## src/rtl/acc_0.sv

```systemverilog
`default_nettype none
// ============================================================================
// acc_0 : Sobel edge-detection accelerator over a word-packed greyscale image.
//         Macro ACC_BORDER_CLEAR_EN: border pixels output 0x00 instead of input.
// Rev 1.0
// ============================================================================
module acc_0 #(
  parameter int IMG_W    = 352,
  parameter int IMG_H    = 288,
  parameter int OUT_BASE = IMG_W * IMG_H / 4
) (
  input  logic        clk,
  input  logic        reset,
  output logic [15:0] addr,
  input  logic [31:0] dataR,
  output logic [31:0] dataW,
  output logic        en,
  output logic        we,
  input  logic        start,
  output logic        finish
);

  localparam logic [15:0] c_WW     = 16'(IMG_W / 4);
  localparam logic [15:0] c_LAST_C = 16'(IMG_W / 4 - 1);
  localparam logic [15:0] c_LAST_R = 16'(IMG_H - 1);
  localparam logic [15:0] c_OUT    = 16'(OUT_BASE);

  localparam logic [2:0] c_IDLE  = 3'd0;
  localparam logic [2:0] c_PRIME = 3'd1;
  localparam logic [2:0] c_READ  = 3'd2;
  localparam logic [2:0] c_WRITE = 3'd3;
  localparam logic [2:0] c_NEXT  = 3'd4;
  localparam logic [2:0] c_DONE  = 3'd5;

  logic [2:0]  r_state, w_state_nx;
  logic [2:0]  r_k;
  logic [15:0] r_row, r_col;
  logic [7:0]  r_wl [3];
  logic [31:0] r_wm [3];
  logic [31:0] r_wr [2];
  logic        w_last_c, w_first_r, w_last_r;
  logic [15:0] w_rsel, w_csel, w_addr_nx;
  logic [31:0] w_r2, w_dout, w_dw_nx;
  logic [47:0] w_top, w_mid, w_bot;
  logic        w_en_nx, w_we_nx, w_fin_nx;

  function automatic logic [7:0] f_sobel(input logic [7:0] t0, t1, t2, m0, m2, b0, b1, b2);
    logic [11:0]        xp, xn, yp, yn, ax, ay, s;
    logic signed [11:0] gx, gy;
    xp = {4'd0, t2} + {3'd0, m2, 1'b0} + {4'd0, b2};
    xn = {4'd0, t0} + {3'd0, m0, 1'b0} + {4'd0, b0};
    yp = {4'd0, b0} + {3'd0, b1, 1'b0} + {4'd0, b2};
    yn = {4'd0, t0} + {3'd0, t1, 1'b0} + {4'd0, t2};
    gx = $signed(xp) - $signed(xn);
    gy = $signed(yp) - $signed(yn);
    ax = gx[11] ? 12'(-gx) : 12'(gx);
    ay = gy[11] ? 12'(-gy) : 12'(gy);
    s  = ax + ay;
    return 8'(s >> 3);
  endfunction

  assign w_last_c  = (r_col == c_LAST_C);
  assign w_first_r = (r_row == 16'd0);
  assign w_last_r  = (r_row == c_LAST_R);
  // Column c+1 beyond the right edge contributes a zero word.
  assign w_r2      = w_last_c ? 32'd0 : dataR;

  always_ff @(posedge clk or posedge reset) begin
    if (reset) r_state <= c_IDLE;
    else       r_state <= w_state_nx;
  end

  always_comb begin
    w_state_nx = r_state;
    case (r_state)
      c_IDLE:  if (start) w_state_nx = c_PRIME;
      c_PRIME: if (r_k == 3'd4) w_state_nx = c_READ;
      c_READ:  if (r_k == 3'd3) w_state_nx = c_WRITE;
      c_WRITE: w_state_nx = c_NEXT;
      c_NEXT: begin
        if (w_last_c && w_last_r) w_state_nx = c_DONE;
        else if (w_last_c)        w_state_nx = c_PRIME;
        else                      w_state_nx = c_READ;
      end
      c_DONE:  if (!start) w_state_nx = c_IDLE;
      default: w_state_nx = c_IDLE;
    endcase
  end

  always_comb begin
    w_rsel = r_row;
    if (r_k == 3'd0 && !w_first_r)     w_rsel = r_row - 16'd1;
    else if (r_k == 3'd2 && !w_last_r) w_rsel = r_row + 16'd1;
    w_csel = (r_state == c_PRIME) ? 16'd0 : r_col + 16'd1;
  end

  always_comb begin
    w_en_nx   = 1'b0;
    w_we_nx   = 1'b0;
    w_fin_nx  = 1'b0;
    w_addr_nx = addr;
    w_dw_nx   = dataW;
    case (r_state)
      c_PRIME, c_READ: begin
        if (r_k < 3'd3 && (r_state == c_PRIME || !w_last_c)) begin
          w_en_nx   = 1'b1;
          w_addr_nx = w_rsel * c_WW + w_csel;
        end
      end
      c_WRITE: begin
        w_en_nx   = 1'b1;
        w_we_nx   = 1'b1;
        w_addr_nx = c_OUT + r_row * c_WW + r_col;
        w_dw_nx   = w_dout;
      end
      c_NEXT:  w_fin_nx = w_last_c && w_last_r;
      c_DONE:  w_fin_nx = start;
      default: ;
    endcase
  end

  always_ff @(posedge clk or posedge reset) begin
    if (reset) begin
      en     <= 1'b0;
      we     <= 1'b0;
      finish <= 1'b0;
      addr   <= 16'd0;
      dataW  <= 32'd0;
    end else begin
      en     <= w_en_nx;
      we     <= w_we_nx;
      finish <= w_fin_nx;
      addr   <= w_addr_nx;
      dataW  <= w_dw_nx;
    end
  end

  // Read data lags issue by two cycles: rows r-1, r land at k=2,3; row r+1 at k=4 / WRITE.
  always_ff @(posedge clk or posedge reset) begin
    if (reset) begin
      r_k   <= 3'd0;
      r_row <= 16'd0;
      r_col <= 16'd0;
      for (int i = 0; i < 3; i++) begin
        r_wl[i] <= 8'd0;
        r_wm[i] <= 32'd0;
      end
      for (int i = 0; i < 2; i++) r_wr[i] <= 32'd0;
    end else begin
      r_k <= ((r_state == c_PRIME || r_state == c_READ) && w_state_nx == r_state) ? r_k + 3'd1 : 3'd0;
      case (r_state)
        c_IDLE: begin
          r_row <= 16'd0;
          r_col <= 16'd0;
        end
        c_PRIME: begin
          for (int i = 0; i < 3; i++) r_wl[i] <= 8'd0;
          if (r_k == 3'd2) r_wm[0] <= dataR;
          if (r_k == 3'd3) r_wm[1] <= dataR;
          if (r_k == 3'd4) r_wm[2] <= dataR;
        end
        c_READ: begin
          if (r_k == 3'd2) r_wr[0] <= w_r2;
          if (r_k == 3'd3) r_wr[1] <= w_r2;
        end
        c_WRITE: begin
          for (int i = 0; i < 3; i++) r_wl[i] <= r_wm[i][31:24];
          r_wm[0] <= r_wr[0];
          r_wm[1] <= r_wr[1];
          r_wm[2] <= w_r2;
        end
        c_NEXT: begin
          if (w_last_c) begin
            r_col <= 16'd0;
            r_row <= r_row + 16'd1;
          end else begin
            r_col <= r_col + 16'd1;
          end
        end
        default: ;
      endcase
    end
  end

  assign w_top = {r_wr[0][7:0], r_wm[0], r_wl[0]};
  assign w_mid = {r_wr[1][7:0], r_wm[1], r_wl[1]};
  assign w_bot = {w_r2[7:0],    r_wm[2], r_wl[2]};

  always_comb begin
    w_dout = 32'd0;
    for (int j = 0; j < 4; j++) begin
      if (w_first_r || w_last_r || (j == 0 && r_col == 16'd0) || (j == 3 && w_last_c)) begin
`ifdef ACC_BORDER_CLEAR_EN
        w_dout[8*j +: 8] = 8'h00;
`else
        w_dout[8*j +: 8] = w_mid[8*(j+1) +: 8];
`endif
      end else begin
        w_dout[8*j +: 8] = f_sobel(w_top[8*j +: 8], w_top[8*(j+1) +: 8], w_top[8*(j+2) +: 8],
                                   w_mid[8*j +: 8], w_mid[8*(j+2) +: 8],
                                   w_bot[8*j +: 8], w_bot[8*(j+1) +: 8], w_bot[8*(j+2) +: 8]);
      end
    end
  end

endmodule
`default_nettype wire

```

## config.mk

```make
export PLATFORM = sky130hd
export DESIGN_NAME = acc_0
export DESIGN_NICKNAME = d
export VERILOG_FILES = /design/src/rtl/acc_0.sv
export SDC_FILE = /design/constraint.sdc
export NUM_CORES = 2
export LEC_CHECK = 0
export BUFFER_PORTS_ARGS = -buffer_cell sky130_fd_sc_hd__buf_4
export CORE_ASPECT_RATIO = 0.7
export CORE_MARGIN = 4
export CORE_UTILIZATION = 46
export CTS_CLUSTER_DIAMETER = 30
export DETAILED_ROUTE_END_ITERATION = 12
export HOLD_SLACK_MARGIN = 0.02
export SLEW_MARGIN = 20
export SYNTH_ARGS = -nofsm -noshare
export SYNTH_HDL_FRONTEND = slang
export SYNTH_SLANG_ARGS = --single-unit
```

## constraint.sdc

```tcl
create_clock -name clk -period 13.6 [get_ports clk]
set_input_delay 0.68 -clock clk [delete_from_list [all_inputs] [get_ports clk]]
set_output_delay 0.68 -clock clk [all_outputs]
set_load 0.03 [all_outputs]
```

==> metrics.md <==
| Metric | Value |
|---|---|
| Ant diodes | `0` |
| Total Neg Setup Slack | `0 ns` |
| Post-DP HPWL | `65600 µm` |
| First-pass detailed-route iteration total | `5` |
| Most frequent cells in the layout | `inv_1, nand2_1, dfrtp_1` |
| Largest net degree at the start of global routing | `139` |
| Worst Hold Class | `in -> async` |
| CTS tree | `yes` |
| Most frequent CP cell | `fa_1` |
| Fillers | `5018` |
| Final net count | `3459` |
| Hold_buf cts | `0` |
| Worst setup margin | `5.17 ns` |
| Final Skew | `0.0204 ns` |
| Syn Inst Count | `2868` |
| DR vias | `21500` |
| CP max stage delay | `0.74 ns` |
| Ports | `86` |
| Commonest non-fill, non-tap cell in the layout | `inv_1` |
| Layout area overhead | `14.9%` |
| Power per cell area | `280 mW/mm²` |
| Post-synth cell types | `83` |
| DIE AREA | `0.0605 mm²` |
| Fin crit share | `62.0%` |
| Vias/cell | `5.74` |
| Layout cell share with drive strength beyond 1 | `8.76%` |
| Ys flop type | `dfrtp_1` |
| Placement-stage cell area | `0.0275 mm²` |
| Die Wd | `292 µm` |
| Congestion Overflow GR | `0` |
| Average cell area after synthesis | `9.08 µm²` |
| GP Congestion | `0.927` |
| Die height | `207 µm` |
| Met2 Usage GRT | `37.8%` |
| CTS max path bufs | `3` |
| IO Port Bufs | `85` |
| Worst setup SP type | `register` |
| Fmax | `119 MHz` |
| GRT Total Usage | `27.8%` |
| Rows | `72` |
| Initial core utilization | `46.8%` |
| Seq/Total Area, Yosys | `26.2%` |
| CP max stage cell | `nor4_1` |
| Max_slew headroom | `29.6%` |
| Fin cells | `3741` |
| Syn Nets | `3379` |
| CORE AREA | `0.0556 mm²` |
| Maxcap violations | `0` |
| GR Util met1 | `41.9%` |
| CP required | `14.07 ns` |
| Post-layout util | `53.8%` |
| Critical Path Fanout Max | `40` |
| Leakage | `14.2 nW` |
| Number of global-route vias before repair | `21000` |
| Final antenna-violating net count | `0` |
| Min cycle time layout | `8.43 ns` |
| Post-cts resize count | `0` |
| CTS clk-pin slew, worst paths | `0.04 ns` |
| # Post-CTS Setup Buffers | `0` |
| CTS root buf | `clkbuf_16` |
| Post-synth EDFFs | `0` |
| CTS buffer count | `66` |
| Initial antenna violation count | `0` |
| DRC | `0` |
| Critical setup path kind | `reg -> reg` |
| Seq cells post-synth | `273` |
| Critical Path AT | `8.90 ns` |
| Netlist Area Pre-Place | `0.0260 mm²` |
| Ys async rst share | `100%` |
| Clk_lat worst skew | `0.60 ns` |
| Routed WL | `84200 µm` |
| Post-Place Cells | `3620` |
| Pwr Total | `8.38 mW` |
| Fin Hold WS | `0.195 ns` |
| Worst VDD drop | `0.000269 V` |
| WL/cell | `22.5 µm` |
| Post-route cell area | `0.0299 mm²` |
| GR peak layer | `met1` |
| Status | `finished clean` |
| Clock tree sinks | `273` |
| Area leader, netlist | `dfrtp_1` |
| Post-synth top area share | `26.2%` |
| Synth top area cells | `dfrtp_1, fa_1, ha_1` |
| Initial DRC Count | `1994` |
| Least-Margin Pin Slew | `1.05 ns` |
| M3 GR Usage | `10.4%` |
| Global-route wire length before repair | `129000 µm` |
| Hold Vio Cnt, Final | `0` |
| RSZ-0062 raised after global routing | `no` |
| Crit end category | `register` |
| Max-slew violation count | `0` |
| CTS H-tree lvls | `3` |
| Setup Slack @ Placement | `5.34 ns` |
| Final setup viols | `0` |
| Synth warnings | `0` |
## synthesized netlist by cell type (4+ instances only)
cell type and count:
o211ai_1 9, a31oi_1 28, or3_1 23, nor3_1 50, xor2_1 63, buf_1 5
ha_1 254, o21bai_1 21, nand3_1 29, nand2_1 300, o21ai_1 5, inv_1 347
or4b_2 4, a211oi_1 54, nor2b_1 36, fa_1 222, o31a_1 6, mux2_2 6
dfrtp_1 273, o21a_1 10, a21o_1 32, nand4_1 7, o21ai_0 226, nor4_1 9
a21oi_1 193, o22ai_1 21, xnor2_1 149, and4_1 6, clkbuf_1 81, or2_2 10
and3_1 15, and2_1 41, a22o_1 40, nand2b_1 14, o41ai_1 8, or4_1 6
o31ai_1 16, nor2_1 162, nor3b_1 6, nand3b_1 10
## cell families after synthesis
family                     share of synthesized area [%]
buffers and inverters                               6.36
adders and majority gates                           29.3
DFF                                                 26.2
AOI/OAI and AO/OA                                   16.9
muxes                                              0.375
and+or+nand+nor                                     13.4
xor gates and xnor gates                            7.44
## critical path: cells and delay by family, from the launching register on
kind	cells	cell delay (ns)
and+or+nand+nor	7	1.71
AOI/OAI and AO/OA	12	2.82
adders and majority gates	5	2.28
muxes	1	0.28
xor gates and xnor gates	1	0.16
buffers and inverters	4	0.59
DFF	1	0.45
## metal layers
metal	wire length, µm	part of all wire [%]	vias to the layer above
met5	77	0.091	-
met4	1630	1.9	2
met3	9560	11	109
met2	33400	40	891
met1	39600	47	10500
li1	-	-	9920
## where the power goes
group          switching, mW  total [mW]  internal (mW)
combinational           3.32        5.75           2.42
clock                  0.524        1.74           1.21
sequential            0.0474       0.895          0.847
## flip-flops by register name, indices dropped and copies added (netlist names)
register / cells
addr: 16
r_col: 16
r_wr: 64
finish: 1
r_state: 3
we: 1
r_wm: 96
r_k: 3
en: 1
r_row: 16
dataW: 32
r_wl: 24
## final cells by class
class,instances,area [µm²],share of cell area (%)
Clock inverter,36,612,2.05
Timing Repair Buffer,101,771,2.58
Sequential cell,273,6830,22.8
Multi-Input combinational cell,2158,17600,58.9
Inverter,348,1320,4.42
Tap cell,740,926,3.10
Clock buffer,85,1820,6.07
## path summary, 6_finish.rpt
path	start	endpoint	slack, ns	cells after the start
worst max-delay path	r_col[5]$_DFFE_PP0P_	dataW[31]$_DFFE_PP0P_	5.17	30
worst min-delay path	reset	finish$_DFF_PP0_	0.20	2
worst max register to register	r_col[5]$_DFFE_PP0P_	dataW[31]$_DFFE_PP0P_	5.17	30
worst min register to register	dataW[0]$_DFFE_PP0P_	dataW[0]$_DFFE_PP0P_	0.47	2
max in group asynchronous	reset	r_wm[32]$_DFFE_PP0P_	12.09	3
min in group clk	dataR[22]	r_wm[22]$_DFFE_PP0P_	0.32	2
Power figures use the tool's default switching activity.
